`src/rtl/axi_lite_arbiter_2to1.sv`:
```
// -----------------------------------------------------------------------------
// axi_lite_arbiter_2to1
//
// Shares one downstream AXI4-lite slave port between two upstream AXI4-lite
// requesters (p0, p1). One transaction (a single read or a single write) is in
// flight at a time. The grant is taken in the IDLE cycle and held from the
// address phase until the response handshake.
//
// Arbitration on a tie is round-robin by default. Defining the macro
// AXI_ARB_FIXED_PRIO_EN makes p0 win every tie instead.
//
// Parameters:
//   ADDR_W  address width of all ports
//   DATA_W  data width; strobe width is DATA_W/8
//
// Ports:
//   clk, resetn                  clock, asynchronous active-low reset
//   pN_aw* / pN_w* / pN_b*       write channels of requester N (N = 0, 1)
//   pN_ar* / pN_r*               read channels of requester N
//   m_aw* / m_w* / m_b*          write channels towards the slave
//   m_ar* / m_r*                 read channels towards the slave
//   grant                        one-hot owner, 0 while idle
// -----------------------------------------------------------------------------
module axi_lite_arbiter_2to1 #(
    parameter int ADDR_W = 32,
    parameter int DATA_W = 32
) (
    input  logic                clk,
    input  logic                resetn,

    input  logic                p0_awvalid,
    input  logic [ADDR_W-1:0]   p0_awaddr,
    input  logic [2:0]          p0_awprot,
    output logic                p0_awready,
    input  logic                p0_wvalid,
    input  logic [DATA_W-1:0]   p0_wdata,
    input  logic [DATA_W/8-1:0] p0_wstrb,
    output logic                p0_wready,
    output logic                p0_bvalid,
    input  logic                p0_bready,
    input  logic                p0_arvalid,
    input  logic [ADDR_W-1:0]   p0_araddr,
    input  logic [2:0]          p0_arprot,
    output logic                p0_arready,
    output logic                p0_rvalid,
    output logic [DATA_W-1:0]   p0_rdata,
    input  logic                p0_rready,

    input  logic                p1_awvalid,
    input  logic [ADDR_W-1:0]   p1_awaddr,
    input  logic [2:0]          p1_awprot,
    output logic                p1_awready,
    input  logic                p1_wvalid,
    input  logic [DATA_W-1:0]   p1_wdata,
    input  logic [DATA_W/8-1:0] p1_wstrb,
    output logic                p1_wready,
    output logic                p1_bvalid,
    input  logic                p1_bready,
    input  logic                p1_arvalid,
    input  logic [ADDR_W-1:0]   p1_araddr,
    input  logic [2:0]          p1_arprot,
    output logic                p1_arready,
    output logic                p1_rvalid,
    output logic [DATA_W-1:0]   p1_rdata,
    input  logic                p1_rready,

    output logic                m_awvalid,
    output logic [ADDR_W-1:0]   m_awaddr,
    output logic [2:0]          m_awprot,
    input  logic                m_awready,
    output logic                m_wvalid,
    output logic [DATA_W-1:0]   m_wdata,
    output logic [DATA_W/8-1:0] m_wstrb,
    input  logic                m_wready,
    input  logic                m_bvalid,
    output logic                m_bready,
    output logic                m_arvalid,
    output logic [ADDR_W-1:0]   m_araddr,
    output logic [2:0]          m_arprot,
    input  logic                m_arready,
    input  logic                m_rvalid,
    input  logic [DATA_W-1:0]   m_rdata,
    output logic                m_rready,

    output logic [1:0]          grant
);

    typedef enum logic [2:0] {
        IDLE,
        RD_ADDR,
        RD_RESP,
        WR_REQ,
        WR_RESP
    } state_t;

    state_t state;
    state_t state_nxt;
    logic   owner;
    logic   last;
    logic   aw_done;
    logic   w_done;

    // A request is an address on either channel; wvalid alone does not count.
    logic req0;
    logic req1;
    assign req0 = p0_arvalid | p0_awvalid;
    assign req1 = p1_arvalid | p1_awvalid;

    // Winner of the arbitration performed in IDLE.
    logic pick;
    always_comb begin
        // NOTE: every variable written here gets a default first, so no path
        // leaves it unassigned and no latch is inferred.
        pick = 1'b0;
        if (req0 && req1) begin
`ifdef AXI_ARB_FIXED_PRIO_EN
            pick = 1'b0;
`else
            pick = ~last;
`endif
        end else if (req1) begin
            pick = 1'b1;
        end
    end

    logic pick_arvalid;
    assign pick_arvalid = pick ? p1_arvalid : p0_arvalid;

    // Owner-side view of the upstream inputs.
    logic                own_arvalid;
    logic [ADDR_W-1:0]   own_araddr;
    logic [2:0]          own_arprot;
    logic                own_awvalid;
    logic [ADDR_W-1:0]   own_awaddr;
    logic [2:0]          own_awprot;
    logic                own_wvalid;
    logic [DATA_W-1:0]   own_wdata;
    logic [DATA_W/8-1:0] own_wstrb;
    logic                own_rready;
    logic                own_bready;

    assign own_arvalid = owner ? p1_arvalid : p0_arvalid;
    assign own_araddr  = owner ? p1_araddr  : p0_araddr;
    assign own_arprot  = owner ? p1_arprot  : p0_arprot;
    assign own_awvalid = owner ? p1_awvalid : p0_awvalid;
    assign own_awaddr  = owner ? p1_awaddr  : p0_awaddr;
    assign own_awprot  = owner ? p1_awprot  : p0_awprot;
    assign own_wvalid  = owner ? p1_wvalid  : p0_wvalid;
    assign own_wdata   = owner ? p1_wdata   : p0_wdata;
    assign own_wstrb   = owner ? p1_wstrb   : p0_wstrb;
    assign own_rready  = owner ? p1_rready  : p0_rready;
    assign own_bready  = owner ? p1_bready  : p0_bready;

    // Downstream handshakes; the forwarded valids are already 0 outside the
    // state that owns each channel.
    logic ar_hs;
    logic r_hs;
    logic aw_hs;
    logic w_hs;
    logic b_hs;
    assign ar_hs = m_arvalid & m_arready;
    assign r_hs  = m_rvalid  & m_rready;
    assign aw_hs = m_awvalid & m_awready;
    assign w_hs  = m_wvalid  & m_wready;
    assign b_hs  = m_bvalid  & m_bready;

    // State register.
    always_ff @(posedge clk or negedge resetn) begin
        if (!resetn) begin
            state <= IDLE;
        end else begin
            // NOTE: sequential state uses non-blocking assignments so every
            // flop samples values from before the edge.
            state <= state_nxt;
        end
    end

    // Next-state logic.
    always_comb begin
        state_nxt = state;
        case (state)
            IDLE:    if (req0 || req1) state_nxt = pick_arvalid ? RD_ADDR : WR_REQ;
            RD_ADDR: if (ar_hs)              state_nxt = RD_RESP;
            RD_RESP: if (r_hs)               state_nxt = IDLE;
            WR_REQ:  if (aw_done && w_done)  state_nxt = WR_RESP;
            WR_RESP: if (b_hs)               state_nxt = IDLE;
            default:                         state_nxt = IDLE;
        endcase
    end

    // Owner, round-robin history and write-phase completion flags.
    always_ff @(posedge clk or negedge resetn) begin
        if (!resetn) begin
            owner   <= 1'b0;
            last    <= 1'b1;   // p0 wins the first tie
            aw_done <= 1'b0;
            w_done  <= 1'b0;
        end else begin
            if (state == IDLE && (req0 || req1)) owner <= pick;
            if (r_hs || b_hs)                    last  <= owner;
            if (aw_hs)                           aw_done <= 1'b1;
            if (w_hs)                            w_done  <= 1'b1;
            if (b_hs) begin
                aw_done <= 1'b0;
                w_done  <= 1'b0;
            end
        end
    end

    // Output logic: purely combinational from state/owner/flags, so reset
    // forces every valid, ready and grant to 0 immediately.
    always_comb begin
        m_awvalid  = 1'b0;
        m_awaddr   = '0;
        m_awprot   = '0;
        m_wvalid   = 1'b0;
        m_wdata    = '0;
        m_wstrb    = '0;
        m_bready   = 1'b0;
        m_arvalid  = 1'b0;
        m_araddr   = '0;
        m_arprot   = '0;
        m_rready   = 1'b0;
        p0_awready = 1'b0;
        p0_wready  = 1'b0;
        p0_bvalid  = 1'b0;
        p0_arready = 1'b0;
        p0_rvalid  = 1'b0;
        p0_rdata   = '0;
        p1_awready = 1'b0;
        p1_wready  = 1'b0;
        p1_bvalid  = 1'b0;
        p1_arready = 1'b0;
        p1_rvalid  = 1'b0;
        p1_rdata   = '0;
        grant      = (state == IDLE) ? 2'b00 : (owner ? 2'b10 : 2'b01);

        case (state)
            RD_ADDR: begin
                m_arvalid = own_arvalid;
                m_araddr  = own_araddr;
                m_arprot  = own_arprot;
                if (owner) p1_arready = m_arready;
                else       p0_arready = m_arready;
            end
            RD_RESP: begin
                m_rready = own_rready;
                if (owner) begin
                    p1_rvalid = m_rvalid;
                    p1_rdata  = m_rdata;
                end else begin
                    p0_rvalid = m_rvalid;
                    p0_rdata  = m_rdata;
                end
            end
            WR_REQ: begin
                // aw and w complete independently; a finished channel stays
                // quiet so the slave never sees it twice.
                if (!aw_done) begin
                    m_awvalid = own_awvalid;
                    m_awaddr  = own_awaddr;
                    m_awprot  = own_awprot;
                    if (owner) p1_awready = m_awready;
                    else       p0_awready = m_awready;
                end
                if (!w_done) begin
                    m_wvalid = own_wvalid;
                    m_wdata  = own_wdata;
                    m_wstrb  = own_wstrb;
                    if (owner) p1_wready = m_wready;
                    else       p0_wready = m_wready;
                end
            end
            WR_RESP: begin
                m_bready = own_bready;
                if (owner) p1_bvalid = m_bvalid;
                else       p0_bvalid = m_bvalid;
            end
            default: ;
        endcase
    end

endmodule

```
`config.mk`:
```
export PLATFORM = sky130hd
export DESIGN_NAME = axi_lite_arbiter_2to1
export DESIGN_NICKNAME = d
export VERILOG_FILES = /design/src/rtl/axi_lite_arbiter_2to1.sv
export SDC_FILE = /design/constraint.sdc
export NUM_CORES = 1
export LEC_CHECK = 0
export CORE_AREA = 2 2 175 177
export CTS_CLUSTER_SIZE = 30
export DETAILED_ROUTE_END_ITERATION = 6
export DIE_AREA = 0 0 177 179
export PLACE_DENSITY_LB_ADDON = 0.15
export SKIP_LAST_GASP = 1
export SLEW_MARGIN = 10
export SYNTH_ARGS = -nofsm -noshare
export SYNTH_HDL_FRONTEND = slang
export SYNTH_SLANG_ARGS = --single-unit
export TNS_END_PERCENT = 30
```
`constraint.sdc`:
```
create_clock -name clk -period 2.1 [get_ports clk]
set_input_delay 0.315 -clock clk [delete_from_list [all_inputs] [get_ports clk]]
set_output_delay 0.315 -clock clk [all_outputs]
set_load 0.01 [all_outputs]
```
; Word level (Yosys, flattened, before mapping)
; Index checks and enable logic that the tools add are counted.
[totals]
reg_bits = 7
elab_cells = 103
[op_classes]
eq_ne = 9
n_mux = 72
n_bitwise = 8
n_reduce_logical = 9
[ops]
columns = operator, count
row1 = $mux W32, 12
row2 = $mux W1, 43
row3 = $mux W3, 10
row4 = $pmux W3 S5, 1
row5 = $mux W4, 3
row6 = $ne A2 B2 Y1 const B, 5
row7 = $eq A3 B2 Y1 const B, 2
row8 = $mux W2, 3
row9 = $and A1 B1 Y1, 5
row10 = $reduce_and A5 Y1, 1
row11 = $reduce_bool A2 Y1, 2
row12 = $eq A3 B1 Y1 const B, 1
row13 = $eq A3 B3 Y1 const B, 1
row14 = $logic_and A1 B1 Y1, 3
row15 = $logic_not A3 Y1, 1
row16 = $logic_or A1 B1 Y1, 2
row17 = $or A1 B1 Y1, 2
row18 = $not A1 Y1, 1

; Longest topological paths before layout
[depth]
word_depth = 7
ltp_mapped = 6

; Worst setup path before layout
; Ideal clock, no wire load.
[synth_path]
path_type = reg2out
start = reg state[0]
end = out m_wdata[10]
arrival_ns = 1.411
setup_slack_ns = 0.374
stages_incl_launch_ff = 7
n_path_buf = 3
path_cell_list = dfrtp_1 buf_2 and3b_1 and2_1 buf_2 buf_2 a22o_1
[synth_via]
elab_chain_cells = 2
[synth_lines]
columns = element, line
row1 = "start, declared", 96  ; state_t state;
row2 = "start signal, assigned", 174  ; state <= state_nxt;
row3 = $eq A3 B2 Y1, 238  ; case (state)
row4 = $mux W32, 238
row5 = "end, declared", 72  ; output logic [DATA_W-1:0] m_wdata,
; Every way passes these cells.

; Final worst setup path
[layout_path]
start = reg owner
end = out p0_rdata[27]
[layout_via]
elab_chain_cells = 2
[layout_lines]
columns = element, line
row1 = "start, declared", 98  ; logic owner;
row2 = "start signal, assigned", 199  ; if (state == IDLE && (req0 || req1)) owner <= pick;
row3 = $mux W32, 248  ; if (owner) begin
row4 = $mux W32, 238
row5 = "end, declared", 46  ; output logic [DATA_W-1:0] p0_rdata,
; Every way passes these cells.

==> summary.txt <==
Worst setup path
  – CP Data Required Time: 1.78 ns
  – CP Capture Type: output pin
  – Slowest CP cell: clkdlybuf4s50_1
  – Worst setup SP type: flip-flop
  – WP data arrival: between 2 and 2.5 ns
  – Critical Path, Cell by Cell: buf_4, nor3_2, buf_12, and2_1, clkdlybuf4s50_1
  – Critical path class: flip-flop to output pin
  – Max incr delay on CP: around 0.55 ns
  – Worst Path Max Fanout: 33

Placed design
  – Routability Congestion: 0.708
  – HPWL Detailed: 16300 µm
  – Port bufs: 447
  – Placed Area: approximately 7500 µm²

Power and ir drop
  – Pleak: between 3 and 4 nW
  – Sw Ratio: about 41%
  – Combinational group share of total power: between 90% and 100%
  – Peak VDD IR: slightly below 0.0004 V
  – Power share of the sequential group: between 4 and 5%
  – Clock power frac: 4.9%
  – Int Pwr: about 3.9 mW
  – Overall Power: approximately 6.6 mW
  – Pwr dens: ~820 nW/µm²
  – Switching pwr: approximately 2.7 mW

Timing
  – RSZ-0062 raised after global routing: true
  – Post-layout min period: between 2 and 2.5 ns
  – Worst slew pin tran: approximately 0.4 ns
  – Finish-stage setup viols: 151
  – Fin. max-slew vios: 0
  – Fmax: between 400 and 500 MHz
  – Final hold viol count: 0
  – Final setup margin: -0.232 ns
  – Fin Clk Skew: approximately 0.0013 ns
  – Final worst path period share: 111%
  – Slew HR: between 70% and 80%

Flow run
  – Max cap viols: 0

Run status
  – Status: finished with violations
  – Failing checks: negative setup slack

Routing
  – Starting DRC count in detailed routing: 79
  – Post-route ant nets: 0
  – DRT Pass-1 Iters: 4
  – Drt drc: 0
  – Wire per inst: ~17 µm
  – WL final: roughly 20000 µm
  – Vias per cell: roughly 3.6
  – Total number of vias: 4287

Yosys
  – Largest area contributor in the netlist: a22o_1
  – Synthesis-stage register bit count: 7
  – YS warnings: 0
  – Post-Syn Area per Cell: approximately 7 µm²
  – Seq/Total Area, Yosys: slightly below 8%
  – Ys async rst share: between 90% and 100%
  – Distinct cells, synth: 35
  – Post-synth EDFFs: 0
  – Synth Flop Type: dfrtp_1
  – Gate Count Post-Synth: 318
  – Top cell type's share of synthesized area: about 27%
  – Post-Syn Area: approximately 2300 µm²
  – Syn nets: just under 600
  – Largest cells by area after synthesis: a22o_1 27%, and2_1 19%, mux2i_1 17%

Die
  – Initial Util: roughly 7.6%
  – Die height: 179 µm
  – Die area: around 32000 µm²
  – Core area: 30000 µm²
  – Die Width: 177 µm
  – Num ports: roughly 450
  – Rows: 64

Clock tree
  – Clock Tree Root: clkbuf_16
  – Clock insertion delay at the later pin of the skew report: between 0.2 and 0.25 ns
  – Sink Count: 7
  – CTS buffer count: 3
  – CTS tree: yes
  – Clock Tree Buf Depth: 2
  – H-tree Lvls: 1
  – Clock transition at path regs: roughly 0.040 ns

Global route
  – Antenna violations before repair: 0
  – Total track usage: 11.5%
  – Pin count of the biggest net entering global routing: 34
  – Vias in the first global route: roughly 4400
  – First-pass GRT wire length: approximately 27000 µm
  – Total gr overflow: 0

Layout
  – Area growth syn-to-layout: 252%
  – Filler cells: 3219
  – Share of cells above drive strength 1: ~13%
  – Ant. Diodes: 0
  – Final instance area: around 8000 µm²
  – Final nets: around 1100

Hold path
  – Hold Path Class: input pin to asynchronous set/reset pin
## worst paths after layout
kind / start / endpoint / slack (ns) / depth (start not counted)
setup / recovery: owner / p0_rdata[27] / -0.23 / 5
min in group clk: aw_done / aw_done / 0.62 / 2
setup reg to reg: owner / last / 0.04 / 7
hold reg to reg: aw_done / aw_done / 0.62 / 2
max in group asynchronous: resetn / last / 1.44 / 1
hold / removal: resetn / aw_done / 0.36 / 1
## registers in the layout, indices dropped and copies added (netlist names)
register  flops
state         3
owner         1
aw_done       1
last          1
w_done        1
## Yosys cell counts, types with 2 or more instances
library cell  number
a22o_1            71
and2_1            70
nor2_1            44
mux2i_1           38
buf_2             20
clkbuf_1          10
nand2_1            7
and3_1             6
dfrtp_1            6
nor3_1             5
nand3_1            4
o21ai_0            4
inv_1              3
nand2b_1           3
a21boi_0           2
a221oi_1           2
and3b_1            2
nor2b_1            2
nor3_2             2
o21a_1             2
## routing by layer
layer | track usage [%] | wire length [µm] | vias up | part of all wire [%]
met3 | 2.46 | 1700 | 4 | 8.3
met4 | 1.45 | 123 | 0 | 0.60
met5 | 0 | 0 | - | 0
li1 | - | - | 2140 | -
met2 | 22.2 | 10700 | 236 | 52
met1 | 13.0 | 7990 | 1907 | 39
## critical path: cells and delay by family (launching register included)
| family | cells | cell delay [ns] |
|---|---|---|
| buffers and inverters | 3 | 0.96 |
| flip-flops | 1 | 0.42 |
| AND/OR/NAND/NOR | 2 | 0.39 |
## power groups by stage
| stage | Sequential [mW] | Combinational, mW | Clock, mW |
|---|---|---|---|
| after floorplan | 0.255 | 2.32 | 0 |
| after global placement | 0.288 | 5.63 | 0 |
| after detailed placement | 0.288 | 5.58 | 0 |
| after CTS | 0.286 | 6.09 | 0.329 |
| after global routing | 0.300 | 6.47 | 0.340 |
| final | 0.285 | 6.01 | 0.322 |
## placed cells by master (no fill, tap or decap), types with 3 or more instances in the layout
master / instances
a22o_1: 71
and2_1: 68
and3_1: 6
buf_12: 12
buf_16: 9
buf_2: 18
buf_4: 39
clkbuf_16: 4
clkdlybuf4s50_1: 380
dfrtp_1: 4
dlygate4sd2_1: 32
dlymetal6s2s_1: 16
inv_1: 3
mux2i_1: 37
nand2_1: 6
nand3_1: 4
nor2_1: 43
nor3_1: 4
o21ai_0: 4
## cell type report
| type | count | area [µm²] | share of cell area [%] |
|---|---|---|---|
| inverters | 3 | 11.3 | 0.140 |
| repair buffers | 513 | 5280 | 65.6 |
| multi-input cells | 277 | 2010 | 24.9 |
| clock buffers | 4 | 78.8 | 0.979 |
| well taps | 396 | 495 | 6.16 |
| flip-flops and latches | 7 | 179 | 2.22 |
## stage by stage
stage                     setup TNS (ns)  worst slack (ns)  cells  util (%)  hold slack (ns)
final                             -23.35            -0.232   1200      26.8            0.364
after global routing              -38.56            -0.327   1200      26.8            0.384
after CTS                         -29.50            -0.252   1199      26.6            0.374
after detailed placement           -4.83            -0.133   1164      24.9            0.608
after global placement             -4.29            -0.134   1164      24.9            0.614
after floorplan                        0             0.374    318         -           0.0194
## timing repair
action | in CTS | in global routing
pin swaps | 3 | 0
hold buffers | 0 | 0
cloned | 9 | 1
setup endpoints to repair | 188 | 184
buffers inserted | 23 | 0
gates resized for setup | 132 | 17
## cells by family after synthesis
group | Yosys count | share of synthesized area (%)
compound gates | 88 | 32.5
flops | 7 | 7.71
mux | 40 | 17.6
buf+inv | 34 | 6.83
simple gates | 149 | 35.4
No activity file was read; power rests on OpenSTA's default activity.
